[src/rtl/pma_pkg.sv]
// Shared constants and types for the receive-side PMA aligner.
// Optional build macro used by pma_rx_align: PMA_RX_EWRAP_EN.
package pma_pkg;

    localparam logic [6:0] COMMA_P = 7'b0011111;
    localparam logic [6:0] COMMA_N = 7'b1100000;
    localparam logic [9:0] K28_5_RDN = 10'b0011111010;
    localparam logic [3:0] WORD_LAST = 4'd9;

    typedef enum logic {
        HUNT   = 1'b0,
        LOCKED = 1'b1
    } align_state_t;

    function automatic logic is_comma7(input logic [6:0] p);
        return (p == COMMA_P) || (p == COMMA_N);
    endfunction

endpackage

[src/rtl/pma_comma_det.sv]
// Combinational comma detector over a 10-bit code-group window.
// Shared with the PCS synchronization block.
module pma_comma_det
    import pma_pkg::*;
(
    input  logic [9:0] win,
    output logic       is_comma
);

    logic unused_tail;

    // The comma is defined by the seven leading bits (a..g) only.
    assign is_comma    = is_comma7(win[9:3]);
    assign unused_tail = ^win[2:0];

endmodule

[src/rtl/pma_rx_align.sv]
// Ten-bit interface receive aligner: comma hunt, word lock, loss of sync.
// Build macro PMA_RX_EWRAP_EN adds the ewrap/tx_serial loopback source.
module pma_rx_align
    import pma_pkg::*;
#(
    parameter int LOS_LIMIT = 4
) (
    input  logic       clk,
    input  logic       reset,
    input  logic       s_in,
`ifdef PMA_RX_EWRAP_EN
    input  logic       ewrap,
    input  logic       tx_serial,
`endif
    output logic [9:0] rx_code_group,
    output logic       rx_valid,
    output logic       comma_det,
    output logic       sync_status,
    output logic [3:0] misalign_cnt
);

    localparam logic [3:0] LOS_MAX = 4'(LOS_LIMIT);

    logic         ser;
    logic [9:0]   sr;
    logic [9:0]   win;
    logic [3:0]   cnt;
    logic         hit;
    logic         unused_msb;
    align_state_t state;

`ifdef PMA_RX_EWRAP_EN
    assign ser = ewrap ? tx_serial : s_in;
`else
    assign ser = s_in;
`endif

    assign win        = {sr[8:0], ser};
    assign unused_msb = sr[9];

    pma_comma_det u_comma_det (
        .win      (win),
        .is_comma (hit)
    );

    always_ff @(posedge clk or negedge reset) begin
        if (!reset) begin
            sr            <= '0;
            cnt           <= '0;
            state         <= HUNT;
            rx_code_group <= '0;
            rx_valid      <= 1'b0;
            comma_det     <= 1'b0;
            sync_status   <= 1'b0;
            misalign_cnt  <= '0;
        end else begin
            sr        <= win;
            rx_valid  <= 1'b0;
            comma_det <= 1'b0;
            case (state)
                HUNT: begin
                    if (hit) begin
                        rx_code_group <= win;
                        rx_valid      <= 1'b1;
                        comma_det     <= 1'b1;
                        cnt           <= '0;
                        misalign_cnt  <= '0;
                        state         <= LOCKED;
                        sync_status   <= 1'b1;
                    end
                end
                LOCKED: begin
                    if (cnt == WORD_LAST) begin
                        rx_code_group <= win;
                        rx_valid      <= 1'b1;
                        comma_det     <= hit;
                        cnt           <= '0;
                        if (hit) begin
                            misalign_cnt <= '0;
                        end
                    end else begin
                        cnt <= cnt + 4'd1;
                        // A comma off the word boundary counts toward loss of sync.
                        if (hit) begin
                            if (misalign_cnt + 4'd1 == LOS_MAX) begin
                                state        <= HUNT;
                                sync_status  <= 1'b0;
                                misalign_cnt <= '0;
                            end else begin
                                misalign_cnt <= misalign_cnt + 4'd1;
                            end
                        end
                    end
                end
                default: begin
                    state       <= HUNT;
                    sync_status <= 1'b0;
                end
            endcase
        end
    end

endmodule

[config.mk]
export PLATFORM = sky130hd
export DESIGN_NAME = pma_rx_align
export DESIGN_NICKNAME = d
export VERILOG_FILES = /design/src/rtl/pma_pkg.sv /design/src/rtl/pma_comma_det.sv /design/src/rtl/pma_rx_align.sv
export SDC_FILE = /design/constraint.sdc
export NUM_CORES = 1
export LEC_CHECK = 0
export ABC_AREA = 1
export CORE_AREA = 3 3 55 57
export CTS_CLUSTER_DIAMETER = 50
export CTS_CLUSTER_SIZE = 20
export DETAILED_ROUTE_END_ITERATION = 7
export DIE_AREA = 0 0 58 60
export PLACE_DENSITY = 0.82
export SLEW_MARGIN = 20
export SYNTH_ARGS = -nofsm -noshare
export SYNTH_HDL_FRONTEND = slang
export SYNTH_SLANG_ARGS = --single-unit
[constraint.sdc]
create_clock -name clk -period 1.8 [get_ports clk]
set_clock_uncertainty 0.05 [all_clocks]
set_input_delay 0.18 -clock clk [delete_from_list [all_inputs] [get_ports clk]]
set_output_delay 0.18 -clock clk [all_outputs]
set_load 0.005 [all_outputs]
* After elaboration in Yosys (flattened, before gate mapping)
Cells that the tools add are included.
W data, S select, Z words.
** Storage, ports and cells
- Register bits after elaboration :: 31
- Input port bits :: 3
- Output and inout bits :: 17
- Word-level logic and storage cells :: 49
** Operators by class
- Add/subtract/negate cells :: 2
- Eq/ne operators :: 10
- Mux-type cells :: 25
- Bitwise operators :: 1
- Reductions and logical operators :: 3
** Operators by type and width (count)
- $mux W4 :: 6
- $mux W10 :: 2
- $pmux W10 S2 :: 1
- $pmux W4 S2 :: 2
- $mux W1 :: 10
- $add A4 B1 Y4 const B :: 2
- $pmux W1 S2 :: 4
- $eq A7 B5 Y1 const B :: 1
- $eq A7 B7 Y1 const B :: 1
- $ne A2 B2 Y1 const B :: 3
- $eq A4 B3 Y1 const B :: 1
- $eq A4 B4 Y1 const B :: 1
- $ne A2 B1 Y1 const B :: 2
- $reduce_and A4 Y1 :: 1
- $ne A3 B2 Y1 const B :: 1
- $reduce_and A2 Y1 :: 1
- $logic_or A1 B1 Y1 :: 1
- $not A1 Y1 :: 1

* Depth between registers and ports, before layout
Gate-level depths: netlist of the first run.
- Depth in word-level cells :: 6
- Mapped depth :: 9
- Mapped depth without buffers :: 8

* Modules after synthesis
A second synthesis of the first run with hierarchy kept.
** Second synthesis, totals
- Cells, all modules :: 136
- Area total of the unflattened synthesis :: 1255.0 um^2
** Modules (own cells, without submodules)
- pma_rx_align :: instances 1, cells an instance 118, area each 1187.4 um^2, seq. area each 775.7 um^2
- pma_comma_det :: instances 1, cells an instance 18, area each 67.6 um^2, seq. area each 0.0 um^2

* Worst setup path after synthesis of the first run
OpenSTA, ideal clock, no wires.
- Path type :: register to register
- Start point :: register cnt[0]
- End point :: register state
- Library setup time :: 115 ps
- Arrival :: 1097 ps
- Data required time :: 1635 ps
- Slack :: 538 ps
- Cell stages (with the launch flop) :: 8
- Path buffers :: 0
- Clock period less this slack :: 1262 ps
- Cell sequence :: dfrtp_1 > ha_1 > nand3_1 > nand2_2 > inv_1 > nand2_1 > nor2_1 > nor2_1
** On the way
- Cells in the longest elaborated chain, start to end :: 3
** Ends and longest elaborated chain
- start: declaration :: RTL line pma_rx_align.sv:27 : logic [3:0] cnt;
- start signal: assignment :: RTL line pma_rx_align.sv:82 : cnt <= cnt + 4'd1;
- $eq A4 B4 Y1 :: RTL line pma_rx_align.sv:73 : if (cnt == WORD_LAST) begin
- $mux W1 :: RTL line pma_rx_align.sv:73
- $pmux W1 S2 :: RTL line pma_rx_align.sv:60 : case (state)
- end signal: assignment :: RTL line pma_rx_align.sv:68 : state <= LOCKED;
- end signal: assignment :: RTL line pma_rx_align.sv:86 : state <= HUNT;
- end signal: assignment :: RTL line pma_rx_align.sv:96 : state <= HUNT;
- end: declaration :: RTL line pma_rx_align.sv:30 : align_state_t state;
No other way between the ends.
A chain may end at the register's enable or synchronous reset.

* Worst setup path after layout of the first run
- Start point :: register cnt[1]
- End point :: register state
Same word-level chain as after synthesis.

==> flow_summary.ini, run 1 <==
[run_status]
status = complete, no violations

[synth]
ys_seq_area_share_pct = 59.85
synth_cell_types = 17
synth-seq-cells = 31
ys_warn_count = 0
syn_inst = 139
synth_area_um2 = 1296
synth.avg_cell_area_um2 = 9.325
synth_nets = 145

[worst_setup_path]
crit_type = reg -> reg
critical_path.top_delay_family = simple AND/OR/NAND/NOR gates
arrival_ns = 1.71
crit_fanout = 16
rrSetupSlack_ns = 0.27
crit_chain = inv_1, ha_1, nand3_1, nand2_2, inv_1, nand2_1, nor2_1, nor2_1
required_ns = 1.98
cp_slowest_cell = dfrtp_1
crit_buf_inv = 2
startpoint_type = flop
crit_path_max_incr_delay_ns = 0.39
end_kind = flop

[sta]
maxSlewViolCount = 0
relSlewSlack_pct = 75.18
hold_viol_final = 0
rsz0062_at_grt = no
finalCritPeriodShare_pct = 85.10
setup_slack_ns = 0.2681
whs_ns = 0.1797
setup_violations = 0
max_freq_ghz = 0.6528
layout_min_cycle_time_ns = 1.532
worst_pin_slew_ns = 0.3723
finalSetupTns_ns = 0

[cells_and_area]
final_core_util_pct = 61.86
synthToLayoutAreaGrowth_pct = 20.37
final_cells = 193
fill_cells = 222
seqCellArea_um2 = 775.7
final_area_um2 = 1560
diodes = 0
nets = 169
multi_input_area_um2 = 429.2
drive_gt1_share_pct = 9.816

[route]
vias = 937
viasPerCell = 4.855
route.detailed.drc = 0
ant_nets = 0
wl_per_cell_um = 12.14
routed_wl_mm = 2.343
drt-initial-drc-count = 39
firstDrtPassIters = 4

[global_route]
antenna_found_initial = 0
grt_pass1_wl_mm = 4.071
grt.total_usage_pct = 15.95
grt_max_degree = 32
first_global_vias = 938
grt-ovfl-total = 0

[clock_network]
post_cts_resized = 0
clkTransAtPathRegs_ns = 0.09
cts_buffers = 5
postCtsSetupRepairBufs = 0
cts_root_buf = clkbuf_4
clock_latency_ns = 0.33
cts_sinks = 31
cts_tree = yes
cts_buffer_depth = 2
cts_hold_buffers = 0
ctsHtreeMaxLevel = 2

[floorplanning]
start_util_pct = 51.39
die_w_um = 58
rows = 18
pin_count = 20
die_y_um = 60
die_area_um2 = 3480
core_area_um2 = 2522

[pwr]
powerDensity_nw_per_um2 = 1308
power_mw = 2.041
leakage_nw = 0.7933
peakVddDrop_uv = 922.1

[placement]
placed_area_um2 = 1504
dp.cells = 186
port_buffers = 19
dp_slack_ns = 0.2778
hpwl_mm = 1.770
globalplace.congestion = 0.7911

[flow_run]
cap_violations = 0

[min_path]
hp-class = in -> async
placed cells by master (no fill, tap or decap), drive strengths merged:
master	count
a21oi	2
buf	1
clkbuf	6
clkdlybuf4s50	19
clkinv	1
dfrtp	31
ha	3
inv	17
nand2	46
nand3	19
nand4	1
nor2	10
o21ai	3
o22ai	2
or2	1
xnor2	1
report_power, final:
group	switching (mW)	internal [mW]
clock network	0.218	0.180
registers	0.126	0.872
logic	0.305	0.339
path summary, 6_finish.rpt:
path,startpoint,cells after the start,to
worst min-delay path,reset,2,sr[4]
worst max-delay path,cnt[1],8,state
max in group asynchronous,reset,2,sr[5]
min in group clk,s_in,1,sr[0]
worst min register to register,sr[1],0,sr[2]
worst max register to register,cnt[1],8,state
Yosys cell counts (all sizes together):
cell type,instances,area share (%)
o21ai,3,1.2
buf,3,2.1
nand3,19,8.3
nand2,46,14
or2,1,0.48
nor2,10,3.1
o22ai,2,0.97
a21oi,2,0.77
xnor2,1,0.68
ha,3,2.9
nand4,1,0.48
dfrtp,31,60
inv,17,4.9
worst reg2reg max path, stage by stage, from the launching register on:
cell     delay (ns)
dfrtp_1        0.39
inv_1          0.08
ha_1           0.18
nand3_1        0.11
nand2_2        0.18
inv_1          0.23
nand2_1        0.08
nor2_1         0.09
nor2_1         0.05
cells by family (layout without fill, tap and decap cells):
logic type / Yosys count / after routing / synth area share, %
buffers and inverters: 20 / 44 / 7.046
DFF: 31 / 31 / 59.85
xor gates and xnor gates: 1 / 1 / 0.6758
adders and majority gates: 3 / 3 / 2.896
AOI/OAI and AO/OA: 7 / 7 / 2.895
and+or+nand+nor: 77 / 77 / 26.64
metal layers:
metal  track usage, %  routed length (µm)  vias to the layer above
li1                 -                   -                      481
met1            18.86                1029                      430
met2            25.65                1143                       20
met3            5.832                 118                        6
met4            7.947                  51                        0
met5                0                   0                        -
registers in the layout (all words and copies together), names as in the netlist:
| register | count |
|---|---|
| sync_status | 1 |
| sr | 9 |
| rx_code_group | 10 |
| rx_valid | 1 |
| comma_det | 1 |
| state | 1 |
| cnt | 4 |
| misalign_cnt | 4 |
area by class of cell:
cell class,instances,share of cell area [%]
multi-input cells,88,27.51
inverters,17,4.090
flip-flops and latches,31,49.72
repair buffers,20,12.67
clock inverters,1,0.3208
clock buffers,6,3.288
well taps,30,2.406
(Power assumes the default switching activity.)
==> run 2: changes to the inputs <==
--- a/config.mk
+++ b/config.mk
@@ -6,12 +6,12 @@
 export NUM_CORES = 1
 export LEC_CHECK = 0
 export ABC_AREA = 1
-export CORE_AREA = 3 3 55 57
+export CORE_AREA = 10 10 62 64
 export CTS_CLUSTER_DIAMETER = 50
 export CTS_CLUSTER_SIZE = 20
 export DETAILED_ROUTE_END_ITERATION = 7
-export DIE_AREA = 0 0 58 60
-export PLACE_DENSITY = 0.82
+export DIE_AREA = 0 0 72 74
+export PLACE_DENSITY = 0.78
 export SLEW_MARGIN = 20
 export SYNTH_ARGS = -nofsm -noshare
 export SYNTH_HDL_FRONTEND = slang
==> flow_summary.ini, run 2 (same netlist as run 1, synthesis figures left out) <==
[run_status]
status = complete, no violations

[clock_network]
cts_buffer_depth = 2
clock_latency_ns = 0.33
postCtsSetupRepairBufs = 0
cts_tree = yes
cts_root_buf = clkbuf_4
cts_hold_buffers = 0
cts_buffers = 5
post_cts_resized = 0
cts_sinks = 31
clkTransAtPathRegs_ns = 0.10
ctsHtreeMaxLevel = 2

[global_route]
antenna_found_initial = 0
grt.total_usage_pct = 11.14
grt_max_degree = 32
first_global_vias = 997
grt-ovfl-total = 0
grt_pass1_wl_mm = 4.650

[min_path]
hp-class = in -> async

[sta]
finalSetupTns_ns = 0
max_freq_ghz = 0.6256
relSlewSlack_pct = 74.38
setup_violations = 0
layout_min_cycle_time_ns = 1.598
maxSlewViolCount = 0
whs_ns = 0.1790
rsz0062_at_grt = no
finalCritPeriodShare_pct = 88.80
setup_slack_ns = 0.2016
hold_viol_final = 0
worst_pin_slew_ns = 0.3844

[cells_and_area]
final_core_util_pct = 59.12
final_cells = 195
synthToLayoutAreaGrowth_pct = 21.43
final_area_um2 = 1574
diodes = 0
largest_reg_flops = 10
nets = 169
layout_common_cells = nand2_1 (41), dfrtp_1 (31), clkdlybuf4s50_1 (19)
final_common_cell = nand2_1
reg_top3 = rx_code_group x10, sr x9
regMostFlops = rx_code_group
drive_gt1_share_pct = 9.756

[route]
route.detailed.drc = 0
vias = 992
drt-initial-drc-count = 98
viasPerCell = 5.087
wl_per_cell_um = 13.52
routed_wl_mm = 2.637
ant_nets = 0
firstDrtPassIters = 4

[pwr]
power_mw = 2.108
powerDensity_nw_per_um2 = 1339
peakVddDrop_uv = 790.7
leakage_nw = 0.7978

[worst_setup_path]
crit_type = reg -> reg
startpoint_type = flop
required_ns = 1.97
arrival_ns = 1.77
crit_fanout = 16
end_kind = flop
worst_r2r_path_depth = 7

[floorplanning]
die_area_um2 = 5328
die_w_um = 72
core_area_um2 = 2663
die_y_um = 74
start_util_pct = 48.68
pin_count = 20
rows = 19

[placement]
port_buffers = 19
globalplace.congestion = 0.7926
dp.cells = 187
dp_slack_ns = 0.2263
hpwl_mm = 1.842
placed_area_um2 = 1505

[flow_run]
cap_violations = 0
[run 2: layout make-up]
class,instances,area [µm²]
Timing Repair Buffer,20,197.7
Inverter,17,63.81
Clock buffer,8,68.82
Tap cell,31,38.79
Multi-Input combinational cell,88,429.2
Sequential cell,31,775.7
Fill cell,229,1089
[run 2: layer usage]
metal | vias up | GRT usage (%) | routed length [µm]
met5 | - | 0 | 0
met4 | 0 | 6.022 | 31
met3 | 4 | 5.452 | 222
met2 | 25 | 17.84 | 1306
met1 | 479 | 11.96 | 1076
li1 | 484 | - | -
[run 2: final timing paths]
path                       startpoint               end  slack, ns
min reg2reg                     sr[1]             sr[2]       0.34
max in group asynchronous       reset          rx_valid       1.25
max                            cnt[1]   misalign_cnt[3]       0.20
max reg2reg                    cnt[1]   misalign_cnt[3]       0.20
min in group clk                 s_in             sr[0]       0.29
min                             reset  rx_code_group[2]       0.18
[run 2: power by group]
| group | switching, mW | total, mW | internal [mW] |
|---|---|---|---|
| sequential | 0.111 | 0.982 | 0.871 |
| combinational | 0.318 | 0.658 | 0.340 |
| clock | 0.238 | 0.468 | 0.230 |
| total | 0.667 | 2.11 | 1.44 |
[run 2: worst max-delay path, stage by stage (launching register included)]
cell,delay [ns]
dfrtp_1,0.41
inv_1,0.10
ha_1,0.15
nand3_1,0.11
nand2_2,0.27
inv_1,0.19
nand3_1,0.12
o21ai_0,0.08
==> edit 1 (config.mk and constraints of run 1) <==
Add a define of `PMA_RX_EWRAP_EN`.
--- a/src/rtl/pma_rx_align.sv
+++ b/src/rtl/pma_rx_align.sv
@@ -1,4 +1,6 @@
 // Ten-bit interface receive aligner: comma hunt, word lock, loss of sync.
 // Build macro PMA_RX_EWRAP_EN adds the ewrap/tx_serial loopback source.
+`define PMA_RX_EWRAP_EN
+
 module pma_rx_align
     import pma_pkg::*;
Interface: changed (added ewrap and tx_serial); port bits go from 20 to 22. The function was not compared with the original's and may differ.
==> edit 1 against run 1 <==
  * Final cell count increased by 1.6%
  * Routed wire length is 1.5% lower
  * Largest cell class unchanged
  * Power is 18% higher
  * Cell area grew 2.3%
  * Sequential cell count unchanged
  * Hold slack better by 0.0016 ns
  * Synthesized area increased by 2.1%
  * Setup slack worse by 0.021 ns
  * Synthesized cell count rose by 1.4%
==> edit 1: results (changes against run 1) <==
Status
  – Status: completed (unchanged)

Yosys
  – Synth cell types: 21 (was 17)
  – Most instantiated cells after synthesis: 46 x nand2_1, 31 x dfrtp_1, 15 x nand3_1 (was 41 x nand2_1, 31 x dfrtp_1, 18 x nand3_1)
  – Sequential share of the synthesized area: 58.60% (was 59.85%)
  – Net count after synthesis: 149 (was 145)
  – Largest cells by area after synthesis: dfrtp_1 59%, nand2_1 13%, nand3_1 5.7% (was dfrtp_1 60%, nand2_1 12%, nand3_1 6.9%)

GRT
  – Total GRT Usage: 16.02% (was 15.95%)
  – Pin count of the biggest net entering global routing: 32 (unchanged)
  – M3 GR Usage: 7.991% (was 5.832%)
  – Met1 GRT Util: 20.61% (was 18.86%)
  – Vias in the first global route: 933 (was 938)
  – M2 GR Usage: 23.55% (was 25.65%)
  – First-pass GRT wire length: 4098 um (was 4071 um)

Pwr
  – Sw Ratio: 34.91% (was 31.84%)
  – Leak: 0.8055 nW (was 0.7933 nW)
  – Max IR drop VDD: 0.0009611 V (was 0.0009221 V)

Detailed routing
  – Vias per Instance: 4.995 (was 4.855)
  – DR WL/cell: 11.78 um (was 12.14 um)
  – Drt initial violations: 43 (was 39)

Setup path
  – Worst-path maximum fanout: 15 (was 16)
  – Critical Path AT: approximately 1.7 ns
  – FF-to-FF path depth: 9 (was 8)

Place
  – Buffers on Ports: 21 (was 19)
  – Placer Congestion: 0.6998 (was 0.7911)
  – Hpwl dp: 1668 um (was 1770 um)

Clocking
  – CTS resizes: 0 (unchanged)
  – Worst skew pair latency: approximately 0.32 ns
  – Post-CTS Setup Bufs: 0 (unchanged)
  – CTS H-tree lvls: 2 (unchanged)
  – Clock Tree Buf Depth: 2 (unchanged)

Finish
  – Fillcell total: 215 (was 222)
  – Final #Nets: 174 (was 169)
  – Share of cells above drive strength 1: 10.84% (was 9.816%)

Timing
  – Rel. slew slack: 74.45% (was 75.18%)
edit 1: critical path: stages (launching register included):
cell and delay, ns:
dfrtp_1 0.41, inv_1 0.09, ha_1 0.17, nand3_2 0.09
nand2_2 0.25, inv_2 0.12, nand2_1 0.07, nand2_1 0.04
o21ai_0 0.08, inv_1 0.06
edit 1: metrics by stage:
| step | setup slack (ns) | std cells | util (%) | instance area (um2) | total power, W |
|---|---|---|---|---|---|
| after global placement | 0.3681 | 189 | 61.06 | 1540 | 0.001985 |
| after CTS | 0.2337 | 196 | 63.29 | 1597 | 0.002444 |
| after floorplan | 0.5399 | 141 | - | 1324 | 0.001645 |
| after global routing | 0.08158 | 196 | 63.29 | 1597 | 0.002624 |
| final | 0.2470 | 196 | 63.29 | 1597 | 0.002404 |
| after detailed placement | 0.2502 | 189 | 61.06 | 1540 | 0.002035 |
edit 1: logic make-up after synthesis:
logic type,Yosys count,share of synthesized area (%)
DFF,31,58.60
xor gates and xnor gates,1,0.6617
AOI/OAI and AO/OA,8,3.308
and+or+nand+nor,78,26.56
adders and majority gates,3,2.836
muxes,1,0.8506
buffers and inverters,19,7.183
edit 1: path summary, 6_finish.rpt:
path | end | start | slack [ns]
min reg2reg | sr[1] | sr[0] | 0.33
min | misalign_cnt[3] | reset | 0.18
max reg2reg | misalign_cnt[1] | cnt[1] | 0.25
min in group clk | sr[1] | sr[0] | 0.33
max | misalign_cnt[1] | cnt[1] | 0.25
max in group asynchronous | rx_code_group[9] | reset | 1.23
edit 1: power by group through the flow:
stage,Combinational (W),Sequential (W),Clock [W]
after floorplan,0.000570,0.00107,0
after global placement,0.000916,0.00107,0
after detailed placement,0.000955,0.00108,0
after CTS,0.000957,0.00107,0.000419
after global routing,0.00108,0.00110,0.000443
final,0.000941,0.00107,0.000395
edit 1: layout make-up:
class	instances	area, um2	share of cell area, %
Clock buffer	6	51.30	3.213
Clock inverter	1	5.005	0.3135
Inverter	15	56.30	3.527
Multi-Input combinational cell	91	452.9	28.37
Sequential cell	31	775.7	48.59
Tap cell	30	37.54	2.351
Timing Repair Buffer	22	217.7	13.64
edit 1: metal layers:
layer / up-vias / wire length [um]
li1: 491 / -
met1: 461 / 1080
met2: 25 / 1058
met3: 2 / 145
met4: 0 / 24
met5: - / 0
==> edit 2 (settings of run 1) <==
Made on the original files. Put one more register stage on the output `sync_status`, without a reset. The value now appears one clock later. The other outputs are not delayed to match.
--- a/src/rtl/pma_rx_align.sv
+++ b/src/rtl/pma_rx_align.sv
@@ -21,4 +21,6 @@
 
     localparam logic [3:0] LOS_MAX = 4'(LOS_LIMIT);
+
+    logic sync_status_s0;
 
     logic         ser;
@@ -52,5 +54,5 @@
             rx_valid      <= 1'b0;
             comma_det     <= 1'b0;
-            sync_status   <= 1'b0;
+            sync_status_s0 <= 1'b0;
             misalign_cnt  <= '0;
         end else begin
@@ -67,5 +69,5 @@
                         misalign_cnt  <= '0;
                         state         <= LOCKED;
-                        sync_status   <= 1'b1;
+                        sync_status_s0 <= 1'b1;
                     end
                 end
@@ -85,5 +87,5 @@
                             if (misalign_cnt + 4'd1 == LOS_MAX) begin
                                 state        <= HUNT;
-                                sync_status  <= 1'b0;
+                                sync_status_s0 <= 1'b0;
                                 misalign_cnt <= '0;
                             end else begin
@@ -95,5 +97,5 @@
                 default: begin
                     state       <= HUNT;
-                    sync_status <= 1'b0;
+                    sync_status_s0 <= 1'b0;
                 end
             endcase
@@ -101,4 +103,8 @@
     end
 
+    always_ff @(posedge clk) begin
+        sync_status <= sync_status_s0;
+    end
+
 endmodule
 
Function: changed (Yosys sat finds a counterexample within 10 cycles, from zero or initial values and one cycle with reset low).
==> edit 2 against run 1 <==
  * Power up 15%
  * Setup slack worse by 0.0047 ns
  * Sequential power up 8%
  * Core utilization up 1.1 points
  * Synthesized area up 2.8%
  * Clock power up 6.3%
  * Cell area up 1.8%
  * Sequential cell count up 1
  * Routed wire length up 0.94%
  * Maximum frequency down 0.31%
  * Critical endpoint is now misalign_cnt[0]
  * Largest power group unchanged
==> edit 2: results (changes against run 1) <==
Status
  – Status: completed (unchanged)

Setup path
  – Worst-path maximum fanout: 6 (was 16)
  – CP max stage cell: clkdlybuf4s50_1 (was dfrtp_1)
  – Critical Path AT: 1.31 ns (was 1.71 ns)
  – Slowest stage delay, CP: 0.53 ns (was 0.39 ns)
  – Crit path max-delay family: buffers and inverters (was simple AND/OR/NAND/NOR gates)

Place
  – Placed Instances: 187 (was 186)
  – Hpwl dp: 1685 um (was 1770 um)

Finish
  – Finished Layout Cells: 195 (was 193)
  – Final #Nets: 170 (was 169)
  – Share of cells above drive strength 1: 9.697% (was 9.816%)
  – Fillcell total: 229 (was 222)

Yosys
  – Sequential share of the synthesized area: 59.72% (was 59.85%)
  – Cell count after synthesis: 141 (was 139)
  – Net count after synthesis: 147 (was 145)
  – Asr flop ratio synth: 96.88% (was 100.0%)
  – Largest cells by area after synthesis: dfrtp_1 58%, nand2_1 13%, nand3_1 5.6% (was dfrtp_1 60%, nand2_1 12%, nand3_1 6.9%)
  – Most instantiated cells after synthesis: 46 x nand2_1, 31 x dfrtp_1, 15 x nand3_1 (was 41 x nand2_1, 31 x dfrtp_1, 18 x nand3_1)
  – Synth cell types: 21 (was 17)

Pwr
  – Leak: 0.8010 nW (was 0.7933 nW)
  – Max IR drop VDD: 0.001109 V (was 0.0009221 V)
  – Sw Ratio: 33.31% (was 31.84%)

Timing
  – Worst Tran Pin Value: 0.3784 ns (was 0.3723 ns)

GRT
  – First-pass GRT wire length: 4312 um (was 4071 um)
  – Total GRT Usage: 16.67% (was 15.95%)
  – Vias in the first global route: 1033 (was 938)

Detailed routing
  – Drt initial violations: 22 (was 39)
  – DR WL/cell: 12.13 um (was 12.14 um)
  – Vias per Instance: 5.051 (was 4.855)

Clocking
  – Clock Tree Buf Depth: 2 (unchanged)
-- edit 2: through the flow --
| step | util (%) | cell area (um2) | worst slack (ns) |
|---|---|---|---|
| final | 62.95 | 1588 | 0.2634 |
| after CTS | 62.95 | 1588 | 0.2478 |
| after global routing | 62.95 | 1588 | 0.1543 |
| after global placement | 60.62 | 1529 | 0.3683 |
| after detailed placement | 60.62 | 1529 | 0.2768 |
| after floorplan | - | 1333 | 0.5400 |
-- edit 2: cell type report --
cell class	instances	area (um2)	area share (%)
inverters	15	56.30	3.546
flip-flops and latches	32	795.8	50.12
well taps	30	37.54	2.364
repair buffers	20	197.7	12.45
multi-input cells	90	441.7	27.82
clock buffers	8	58.81	3.704
-- edit 2: final timing paths --
kind	start	endpoint	slack (ns)	cells past startpoint
worst max-delay path	misalign_cnt[0]	misalign_cnt[0]	0.26	1
max in group asynchronous	reset	rx_code_group[1]	1.25	2
worst max register to register	cnt[1]	misalign_cnt[1]	0.27	9
worst min-delay path	reset	misalign_cnt[0]	0.17	2
worst min register to register	sync_status_s0	sync_status	0.33	0
min in group clk	s_in	sr[0]	0.28	1
-- edit 2: cell families (layout without fill, tap and decap cells) --
kind of cell    after synthesis  after routing  synth area share, %
compound gates                8              8                3.286
xor+xnor                      1              1               0.6574
fa+ha+maj                     3              3                2.817
buf+inv                      19             43                7.136
flops                        32             32                59.72
simple gates                 78             78                26.39
-- edit 2: metal layers --
metal  track usage, %  up-vias  routed length, um
li1                 -      488                  -
met1            19.39      462               1088
met2            27.10       27               1076
met3            6.048        8                123
met4            8.609        0                 76
met5                0        -                  0
-- edit 2: power groups by stage --
stage | registers (W) | logic [W] | clock network, W
final | 0.00108 | 0.000838 | 0.000424
after global routing | 0.00112 | 0.000957 | 0.000464
after CTS | 0.00108 | 0.000856 | 0.000444
after detailed placement | 0.00109 | 0.000855 | 0
after global placement | 0.00108 | 0.000818 | 0
after floorplan | 0.00108 | 0.000479 | 0
